==> src/rtl/ym_chain_mixer_if.sv <==
// ym_chain_mixer_if -- signal bundle between the YM2612 chain and the mixer.
//
// Carries the per-chip sample buses with their strobe, the config write port
// and the mixed stereo result with its status flags.
//   master : the chain/controller side (drives samples and config)
//   slave  : the mixer side (drives out_*, clip_*, busy, drop_cnt)
interface ym_chain_mixer_if #(
    parameter int CH_COUNT = 5,
    parameter int IN_W     = 16,
    parameter int OUT_W    = 16,
    parameter int GAIN_W   = 8
);
    logic                       snd_sample;
    logic [CH_COUNT*IN_W-1:0]   snd_left_bus;
    logic [CH_COUNT*IN_W-1:0]   snd_right_bus;
    logic                       cfg_we;
    logic [5:0]                 cfg_addr;
    logic [GAIN_W-1:0]          cfg_data;
    logic signed [OUT_W-1:0]    out_left;
    logic signed [OUT_W-1:0]    out_right;
    logic                       out_valid;
    logic                       clip_l;
    logic                       clip_r;
    logic                       busy;
    logic [7:0]                 drop_cnt;

    modport master (
        output snd_sample, snd_left_bus, snd_right_bus,
        output cfg_we, cfg_addr, cfg_data,
        input  out_left, out_right, out_valid, clip_l, clip_r, busy, drop_cnt
    );

    modport slave (
        input  snd_sample, snd_left_bus, snd_right_bus,
        input  cfg_we, cfg_addr, cfg_data,
        output out_left, out_right, out_valid, clip_l, clip_r, busy, drop_cnt
    );
endinterface

==> src/rtl/ym_chain_mixer.sv <==
// ym_chain_mixer -- time-multiplexed stereo mixer for a chain of YM2612 cores.
//
// One multiply-accumulate per clk_jt cycle replaces the combinational sum tree.
// A chip-0 sample strobe snapshots every chip's stereo sample, the chips are
// then weighted by their gain and pan enables one per cycle, and the sums are
// scaled back by unity gain and saturated to OUT_W bits.
//
// Ports:
//   clk_jt : clock
//   rst    : synchronous, active-high reset
//   mix    : slave side of ym_chain_mixer_if
//            snd_sample / snd_left_bus / snd_right_bus  sample input
//            cfg_we / cfg_addr / cfg_data               gain (addr[5]=0) and
//                                                       pan (addr[5]=1) writes
//            out_left / out_right / out_valid           mixed result
//            clip_l / clip_r                            saturation flags
//            busy / drop_cnt                            status
module ym_chain_mixer #(
    parameter int CH_COUNT = 5,
    parameter int IN_W     = 16,
    parameter int OUT_W    = 16,
    parameter int GAIN_W   = 8
) (
    input  logic            clk_jt,
    input  logic            rst,
    ym_chain_mixer_if.slave mix
);
    localparam int CNT_W  = (CH_COUNT > 1) ? $clog2(CH_COUNT) : 1;
    localparam int ACC_W  = IN_W + GAIN_W + $clog2(CH_COUNT) + 1;
    localparam int PROD_W = IN_W + GAIN_W + 1;

    localparam logic [GAIN_W-1:0] GAIN_UNITY = {1'b1, {(GAIN_W-1){1'b0}}};
    localparam logic signed [ACC_W-1:0] OUT_MAX =
        {{(ACC_W-OUT_W+1){1'b0}}, {(OUT_W-1){1'b1}}};
    localparam logic signed [ACC_W-1:0] OUT_MIN =
        {{(ACC_W-OUT_W+1){1'b1}}, {(OUT_W-1){1'b0}}};

    localparam logic [1:0] S_IDLE = 2'd0;
    localparam logic [1:0] S_ACC  = 2'd1;
    localparam logic [1:0] S_SAT  = 2'd2;

    // Signed sample times zero-extended unsigned gain; a disabled pan side
    // contributes nothing.
    function automatic logic signed [ACC_W-1:0] mac_term(
        input logic signed [IN_W-1:0] smp,
        input logic [GAIN_W-1:0]      gain,
        input logic                   en
    );
        logic signed [PROD_W-1:0] prod;
        prod = PROD_W'(smp) * PROD_W'($signed({1'b0, gain}));
        return en ? ACC_W'(prod) : '0;
    endfunction

    // Drop the unity-gain fraction (floor) and clamp to OUT_W; the MSB of the
    // result is the clip flag.
    function automatic logic [OUT_W:0] saturate(
        input logic signed [ACC_W-1:0] acc
    );
        logic signed [ACC_W-1:0] scaled;
        scaled = acc >>> (GAIN_W-1);
        if (scaled > OUT_MAX)
            return {1'b1, OUT_MAX[OUT_W-1:0]};
        else if (scaled < OUT_MIN)
            return {1'b1, OUT_MIN[OUT_W-1:0]};
        else
            return {1'b0, scaled[OUT_W-1:0]};
    endfunction

    logic [1:0]              state;
    logic [CNT_W-1:0]        idx;
    logic [7:0]              drop_cnt;
    logic [GAIN_W-1:0]       gain_reg [CH_COUNT];
    logic [1:0]              pan_reg  [CH_COUNT];

    logic signed [IN_W-1:0]  snap_l_p0 [CH_COUNT];
    logic signed [IN_W-1:0]  snap_r_p0 [CH_COUNT];
    logic signed [ACC_W-1:0] acc_l_p0;
    logic signed [ACC_W-1:0] acc_r_p0;

    logic signed [IN_W-1:0]  cur_l;
    logic signed [IN_W-1:0]  cur_r;
    logic [GAIN_W-1:0]       cur_gain;
    logic [1:0]              cur_pan;
    logic signed [ACC_W-1:0] term_l;
    logic signed [ACC_W-1:0] term_r;

    logic signed [OUT_W-1:0] sat_l_p1;
    logic signed [OUT_W-1:0] sat_r_p1;
    logic                    clip_l_p1;
    logic                    clip_r_p1;
    logic                    vld_p1;

    logic signed [OUT_W-1:0] out_l_p2;
    logic signed [OUT_W-1:0] out_r_p2;
    logic                    clip_l_p2;
    logic                    clip_r_p2;
    logic                    vld_p2;

    // Gain and pan are taken from the live registers of the chip being
    // accumulated, so a config write lands on the next chip visit only.
    always_comb begin
        cur_l    = '0;
        cur_r    = '0;
        cur_gain = '0;
        cur_pan  = '0;
        for (int i = 0; i < CH_COUNT; i++) begin
            if (idx == CNT_W'(i)) begin
                cur_l    = snap_l_p0[i];
                cur_r    = snap_r_p0[i];
                cur_gain = gain_reg[i];
                cur_pan  = pan_reg[i];
            end
        end
        term_l = mac_term(cur_l, cur_gain, cur_pan[0]);
        term_r = mac_term(cur_r, cur_gain, cur_pan[1]);
    end

    // ---- stage p0: snapshot and accumulate (data path, no reset) ----
    always_ff @(posedge clk_jt) begin
        if (state == S_IDLE && mix.snd_sample) begin
            for (int i = 0; i < CH_COUNT; i++) begin
                snap_l_p0[i] <= $signed(mix.snd_left_bus[i*IN_W +: IN_W]);
                snap_r_p0[i] <= $signed(mix.snd_right_bus[i*IN_W +: IN_W]);
            end
            acc_l_p0 <= '0;
            acc_r_p0 <= '0;
        end else if (state == S_ACC) begin
            acc_l_p0 <= acc_l_p0 + term_l;
            acc_r_p0 <= acc_r_p0 + term_r;
        end

        // ---- stage p1: scale and saturate ----
        if (state == S_SAT) begin
            {clip_l_p1, sat_l_p1} <= saturate(acc_l_p0);
            {clip_r_p1, sat_r_p1} <= saturate(acc_r_p0);
        end
    end

    // Control, configuration and the output register stage.
    always_ff @(posedge clk_jt) begin
        if (rst) begin
            state     <= S_IDLE;
            idx       <= '0;
            drop_cnt  <= '0;
            vld_p1    <= 1'b0;
            vld_p2    <= 1'b0;
            out_l_p2  <= '0;
            out_r_p2  <= '0;
            clip_l_p2 <= 1'b0;
            clip_r_p2 <= 1'b0;
            for (int i = 0; i < CH_COUNT; i++) begin
                gain_reg[i] <= GAIN_UNITY;
                pan_reg[i]  <= 2'b11;
            end
        end else begin
            case (state)
                S_IDLE: begin
                    if (mix.snd_sample) begin
                        state <= S_ACC;
                        idx   <= '0;
                    end
                end
                S_ACC: begin
                    if (idx == CNT_W'(CH_COUNT-1))
                        state <= S_SAT;
                    else
                        idx <= idx + CNT_W'(1);
                end
                S_SAT:   state <= S_IDLE;
                default: state <= S_IDLE;
            endcase

            if (mix.snd_sample && state != S_IDLE && drop_cnt != 8'hFF)
                drop_cnt <= drop_cnt + 8'd1;

            // Out-of-range chip addresses simply match no register.
            for (int i = 0; i < CH_COUNT; i++) begin
                if (mix.cfg_we && mix.cfg_addr[4:0] == 5'(i)) begin
                    if (mix.cfg_addr[5])
                        pan_reg[i] <= mix.cfg_data[1:0];
                    else
                        gain_reg[i] <= mix.cfg_data;
                end
            end

            vld_p1 <= (state == S_SAT);

            // ---- stage p2: output register ----
            vld_p2 <= vld_p1;
            if (vld_p1) begin
                out_l_p2  <= sat_l_p1;
                out_r_p2  <= sat_r_p1;
                clip_l_p2 <= clip_l_p1;
                clip_r_p2 <= clip_r_p1;
            end
        end
    end

    assign mix.out_left  = out_l_p2;
    assign mix.out_right = out_r_p2;
    assign mix.out_valid = vld_p2;
    assign mix.clip_l    = clip_l_p2;
    assign mix.clip_r    = clip_r_p2;
    assign mix.busy      = (state != S_IDLE);
    assign mix.drop_cnt  = drop_cnt;
endmodule

==> src/flat_wrapper.sv <==
// flat-port wrapper written by rule: the top's interface ports become plain ports
module ym_chain_mixer_flat 
#(
    parameter int CH_COUNT = 5,
    parameter int IN_W     = 16,
    parameter int OUT_W    = 16,
    parameter int GAIN_W   = 8
)
  (clk_jt, rst, mix_snd_sample, mix_snd_left_bus, mix_snd_right_bus, mix_cfg_we, mix_cfg_addr, mix_cfg_data, mix_out_left, mix_out_right, mix_out_valid, mix_clip_l, mix_clip_r, mix_busy, mix_drop_cnt);
  ym_chain_mixer_if #(.CH_COUNT(CH_COUNT), .IN_W(IN_W), .OUT_W(OUT_W), .GAIN_W(GAIN_W)) mix_i ();
  input  logic clk_jt;
  input  logic rst;
  input wire logic [$bits(mix_i.snd_sample)-1:0] mix_snd_sample;
  input wire logic [$bits(mix_i.snd_left_bus)-1:0] mix_snd_left_bus;
  input wire logic [$bits(mix_i.snd_right_bus)-1:0] mix_snd_right_bus;
  input wire logic [$bits(mix_i.cfg_we)-1:0] mix_cfg_we;
  input wire logic [$bits(mix_i.cfg_addr)-1:0] mix_cfg_addr;
  input wire logic [$bits(mix_i.cfg_data)-1:0] mix_cfg_data;
  output wire logic [$bits(mix_i.out_left)-1:0] mix_out_left;
  output wire logic [$bits(mix_i.out_right)-1:0] mix_out_right;
  output wire logic [$bits(mix_i.out_valid)-1:0] mix_out_valid;
  output wire logic [$bits(mix_i.clip_l)-1:0] mix_clip_l;
  output wire logic [$bits(mix_i.clip_r)-1:0] mix_clip_r;
  output wire logic [$bits(mix_i.busy)-1:0] mix_busy;
  output wire logic [$bits(mix_i.drop_cnt)-1:0] mix_drop_cnt;
  assign mix_i.snd_sample = mix_snd_sample;
  assign mix_i.snd_left_bus = mix_snd_left_bus;
  assign mix_i.snd_right_bus = mix_snd_right_bus;
  assign mix_i.cfg_we = mix_cfg_we;
  assign mix_i.cfg_addr = mix_cfg_addr;
  assign mix_i.cfg_data = mix_cfg_data;
  assign mix_out_left = mix_i.out_left;
  assign mix_out_right = mix_i.out_right;
  assign mix_out_valid = mix_i.out_valid;
  assign mix_clip_l = mix_i.clip_l;
  assign mix_clip_r = mix_i.clip_r;
  assign mix_busy = mix_i.busy;
  assign mix_drop_cnt = mix_i.drop_cnt;
  ym_chain_mixer #(.CH_COUNT(CH_COUNT), .IN_W(IN_W), .OUT_W(OUT_W), .GAIN_W(GAIN_W)) u_core (.clk_jt(clk_jt), .rst(rst), .mix(mix_i));
endmodule
==> config.mk <==
export PLATFORM = sky130hd
export DESIGN_NAME = ym_chain_mixer_flat
export DESIGN_NICKNAME = d
export VERILOG_FILES = /design/src/rtl/ym_chain_mixer_if.sv /design/src/rtl/ym_chain_mixer.sv /design/src/flat_wrapper.sv
export SDC_FILE = /design/constraint.sdc
export NUM_CORES = 1
export LEC_CHECK = 0
export CAP_MARGIN = 30
export CELL_PAD_IN_SITES_DETAIL_PLACEMENT = 0
export CELL_PAD_IN_SITES_GLOBAL_PLACEMENT = 1
export CORE_UTILIZATION = 40
export DETAILED_ROUTE_END_ITERATION = 8
export PLACE_DENSITY_LB_ADDON = 0.1
export SYNTH_ARGS = -nofsm -noshare
export SYNTH_HDL_FRONTEND = slang
export SYNTH_SLANG_ARGS = --single-unit
export TNS_END_PERCENT = 5
==> constraint.sdc <==
create_clock -name clk_jt -period 20.3 [get_ports clk_jt]
set_clock_uncertainty 0.05 [all_clocks]
set_input_delay 3.045 -clock clk_jt [delete_from_list [all_inputs] [get_ports clk_jt]]
set_output_delay 3.045 -clock clk_jt [all_outputs]
set_load 0.005 [all_outputs]
# Word level (Yosys, flattened, before mapping)
# Memory sizes are Yosys's and may differ from the RTL's.
# Cells that the tools add are included.
# word_totals
mem_bits_rw	210
latch_bits	0
n_memories	4
inputBits	178
wordCells	144
reg_bits	139
mem_bits_ro	0
# classes
order_cmp	4
shifts	0
reduce_logical	15
n_div	0
bitwise_logic	10
eq_ne	14
mul	2
muxes	76
add_sub_neg	4
# memory_table
name	words	width	read_ports	rd_clocked_by_memory_dff	write_ports	line	text
u_core.snap_l_p0	5	16	5	0	5	ym_chain_mixer.sv:75	logic signed [IN_W-1:0] snap_l_p0 [CH_COUNT];
u_core.snap_r_p0	5	16	5	0	5	ym_chain_mixer.sv:76	logic signed [IN_W-1:0] snap_r_p0 [CH_COUNT];
u_core.gain_reg	5	8	5	0	5	ym_chain_mixer.sv:72	logic [GAIN_W-1:0] gain_reg [CH_COUNT];
u_core.pan_reg	5	2	5	0	5	ym_chain_mixer.sv:73	logic [1:0] pan_reg [CH_COUNT];
# op_table
operator	n
16-bit 2-to-1 mux	10
8-bit 2-to-1 mux	10
28-bit adder	2
28-bit 2-to-1 mux	2
16-bit by 9-bit multiplier with 25-bit output	2
21-bit by 16-bit greater-than comparator with 1-bit output, second input constant	2
21-bit by 16-bit less-than comparator with 1-bit output, second input constant	2
1-bit 2-to-1 mux	36
17-bit 2-to-1 mux	2
2-bit 2-to-1 mux	12
5-bit by 2-bit == test with 1-bit output, second input constant	2
1-bit bitwise OR	10
8-bit by 1-bit adder with 8-bit output, second input constant	1
1-bit logical AND	8
8-bit inequality test, second input constant	1
3-bit by 2-bit == test with 1-bit output, second input constant	2
3-bit 2-to-1 mux	2
2-bit inequality test, second input constant	3
3-bit one-hot mux with 2 select lines	1
5-bit by 1-bit == test with 1-bit output, second input constant	1
5-bit by 3-bit == test with 1-bit output, second input constant	1
5-bit zero test	1
2-bit one-hot mux with 2 select lines	1
2-bit nonzero test	2
other kinds (9)	9

# Logic depth before layout (Yosys ltp)
# logic_depth
word_depth	9
depth_mapped	40
ltp_nobuf	38

# Worst setup path after synthesis
# OpenSTA, ideal clock, no wires.
# synth_timing
kind	input to register
start	input port mix_snd_sample
end	memory u_core.snap_l_p0[0][0] (enable)
required_time_ns	19.663
n_path_buf	1
cell_stages	3
slack_ns	11.819
arrival_time_ns	7.843
path_cell_list	nand2_1 -> clkinv_1 -> clkbuf_1
# synth_rtl
item	line	text
from (decl)	flat_wrapper.sv:13	input wire logic [$bits(mix_i.snd_sample)-1:0] mix_snd_sample;
to (decl)	ym_chain_mixer.sv:75	

# Worst setup path after layout
# layout_timing
start	register u_core.idx[0]
end	register u_core.acc_l_p0[25]
# layout_via
elab_chain_cells	9
# layout_lines
item	line	text
from (decl)	ym_chain_mixer.sv:70	logic [CNT_W-1:0] idx;
from (signal assigned)	ym_chain_mixer.sv:167	idx <= idx + CNT_W'(1);
3-bit zero test	ym_chain_mixer.sv:107	if (idx == CNT_W'(i)) begin
16-bit 2-to-1 mux / 8-bit 2-to-1 mux (equally long branches) (5 in a row)	ym_chain_mixer.sv:107	
16-bit by 9-bit multiplier with 25-bit output	ym_chain_mixer.sv:50	prod = PROD_W'(smp) * PROD_W'($signed({1'b0, gain}));
28-bit 2-to-1 mux (*)	ym_chain_mixer.sv:51	return en ? ACC_W'(prod) : '0;
28-bit adder (*)	ym_chain_mixer.sv:128	acc_l_p0 <= acc_l_p0 + term_l;
to (signal assigned)	ym_chain_mixer.sv:128	
to (decl)	ym_chain_mixer.sv:77	logic signed [ACC_W-1:0] acc_l_p0;
# Every way passes the cells marked *; elsewhere a longest branch is shown, timed or not.
# A chain may end at the register's enable or synchronous reset.

==> results_dict.tcl <==
set metrics [dict create \
    status "completed" \
    post_drt_wl_per_cell_um 17.56 \
    synth_area_um2 24600 \
    sw_frac_of_total_pct 45.77 \
    intPower_w 0.002572 \
    syn_to_final_growth_pct 18.34 \
    startpoint_type "flop" \
    drv_slew 0 \
    clkPwrFrac_pct 14.5 \
    synth_common_cells "nor2_1, inv_1, edfxtp_1" \
    async_reset_ff_share_pct 0 \
    cts-root-buf "clkbuf_16" \
    seq_area_frac_synth_pct 38.33 \
    clkSinkCount 349 \
    via_per_inst 5.078 \
    ys.flop_type "edfxtp_1" \
    nFillCells 5742 \
    num_rows 90 \
    ys_warn_count 0 \
    num_vias 17868 \
    synth.largest_area_cell "edfxtp_1" \
    pin_count 222 \
    crit_top_cell "inv_1" \
    synth.distinct_cells 65 \
    final.setup.tns_ns 0 \
    synth_seq_cells 349 \
    grt-ovfl-total 0 \
    syn_nets 3045 \
    holdWs_ns 0.4077 \
    crit_arrival_ns 9.93 \
    yosysMostFrequentCell "nor2_1" \
    hold_buffers 0 \
    power_switching_w 0.002171 \
    die_w_um 250.0 \
    avgSynthCellArea_um2 9.813 \
    drc 0 \
    clk_pin_slew_worst_paths_ns 0.06 \
    fmax_mhz 105.3 \
    cts_buffers 40 \
    cts_setup_buffers 0 \
    p_comb_share_pct 66.9 \
    core_um2 60580 \
    slew_headroom_pct 35.09 \
    hold_violations 0 \
    pwr-share-seq_pct 18.6 \
    nets 3244 \
    grt_use_total_pct 20.17 \
    die_h_um 250.0 \
    rsz0062_at_grt "no" \
    first_iter_violations 956 \
    synth_cells 2507 \
    ant_nets 0 \
    drive_gt1_share_pct 4.640 \
    synth_area_leaders "edfxtp_1, fa_1, dfxtp_1" \
    p_leak_nw 12.44 \
    timing.final.crit_share_pct 46.80 \
    insertion_delay_ns 0.57 \
    fin_crit_ns 9.501 \
    drv_cap 0 \
    antenna_found_initial 2 \
    start_util_pct 40.61 \
    vdd_drop_max_mv 0.08232 \
    cp.required_ns 20.73 \
    cp_slowest_stage_delay_ns 0.63 \
    cts_resized 0 \
    synth_edf_count 244 \
    cpMaxStageDelayCell "a2111oi_0" \
    criticalPathCategory "flop to flop" \
    hold_path.class "flop to flop" \
    clock_path_buffers 3 \
    grt_max_degree 95 \
    worstPathMaxFanout 42 \
    place_hpwl_um 48160 \
    die_area_um2 62500 \
    cp-end-kind "flop" \
    io_buffers 221 \
    tightest_slew_ns 0.9671 \
    cts_tree "done" \
    yosysTopAreaCellShare_pct 29.78 \
    powerDensity_nw_per_um2 162.9 \
    grt_pass1_vias 18265 \
    finalSetupViolCount 0 \
    wl_um 61800 \
    grt_pass1_wl_um 100400 \
    htreeDepth 2 \
    gp_congestion 0.8438 \
    first_pass_iters 5 \
    antennaDiodeCount 0 \
]
## power by group through the flow
stage | Combinational [W] | Sequential (W) | Clock [W]
floorplan | 0.00247 | 0.000885 | 0
global placement | 0.00316 | 0.000895 | 0
detailed placement | 0.00317 | 0.000896 | 0
CTS | 0.00320 | 0.000881 | 0.000708
global route | 0.00365 | 0.000888 | 0.000735
finish | 0.00317 | 0.000881 | 0.000686
## worst paths after layout
kind                                   start                          endpoint  slack, ns  depth (start not counted)
max               u_core.idx[0]$_SDFFE_PP0P_  u_core.acc_l_p0[25]$_SDFFE_PP0P_      10.80                         40
min          u_core.acc_r_p0[5]$_SDFFE_PP0P_   u_core.acc_r_p0[5]$_SDFFE_PP0P_       0.41                          2
max reg2reg       u_core.idx[0]$_SDFFE_PP0P_  u_core.acc_l_p0[25]$_SDFFE_PP0P_      10.80                         40
min reg2reg  u_core.acc_r_p0[5]$_SDFFE_PP0P_   u_core.acc_r_p0[5]$_SDFFE_PP0P_       0.41                          2
## placed cells by master, fill, tap and decap left out, drive strengths merged, types with 18 or more instances in the layout
master         instances
a21o                  75
a21oi                163
a221oi                46
buf                   33
clkbuf                55
clkdlybuf4s50        220
dfxtp                105
edfxtp               244
fa                   206
ha                   154
inv                  340
mux2i                 40
nand2                215
nand2b                29
nand3                 27
nor2                 347
nor2b                 21
nor3                  61
o21a                  18
o21ai                 83
xnor2                 47
xor2                  27
## stage by stage
step | util, % | setup WS [ns] | std cells | total power [W] | cell area (um2)
floorplan | - | 11.82 | 2507 | 0.003351 | 24600
global placement | 45.76 | 11.00 | 3437 | 0.004052 | 27720
detailed placement | 45.92 | 10.88 | 3444 | 0.004071 | 27820
CTS | 47.97 | 10.83 | 3517 | 0.004787 | 29060
global route | 48.06 | 10.00 | 3519 | 0.005277 | 29110
finish | 48.06 | 10.80 | 3519 | 0.004742 | 29110
## routing by layer
| layer | vias to the layer above | wire length (um) | global-route usage [%] |
|---|---|---|---|
| li1 | 8866 | - | - |
| met1 | 8542 | 30390 | 29.08 |
| met2 | 385 | 27310 | 31.58 |
| met3 | 71 | 2622 | 2.889 |
| met4 | 4 | 1442 | 5.539 |
| met5 | - | 28 | 0 |
## critical path, delay by kind of cell, from the launching register on
family | cells | cell delay [ns]
adder cells (fa/ha/maj) | 7 | 2.43
buffers and inverters | 7 | 1.41
flip-flops | 1 | 0.35
multiplexers | 1 | 0.19
XOR/XNOR | 1 | 0.16
AO/OA/AOI/OAI | 17 | 3.61
AND/OR/NAND/NOR | 7 | 1.14
## cells by family after synthesis
| logic type | count (synthesis) | synth area share [%] |
|---|---|---|
| simple gates | 762 | 13.27 |
| compound gates | 488 | 12.89 |
| buf+inv | 433 | 6.606 |
| fa+ha+maj | 360 | 24.59 |
| flops | 349 | 38.33 |
| xor+xnor | 74 | 2.634 |
| mux | 41 | 1.673 |
## area by class of cell
type | count | area, um2 | area share [%]
multi-input cells | 1725 | 13670 | 46.94
clock buffers | 55 | 1089 | 3.739
well taps | 782 | 978.4 | 3.361
flip-flops and latches | 349 | 9430 | 32.39
repair buffers | 253 | 2532 | 8.698
inverters | 337 | 1270 | 4.362
clock inverters | 18 | 148.9 | 0.5114
No activity file was read; power rests on OpenSTA's default activity.
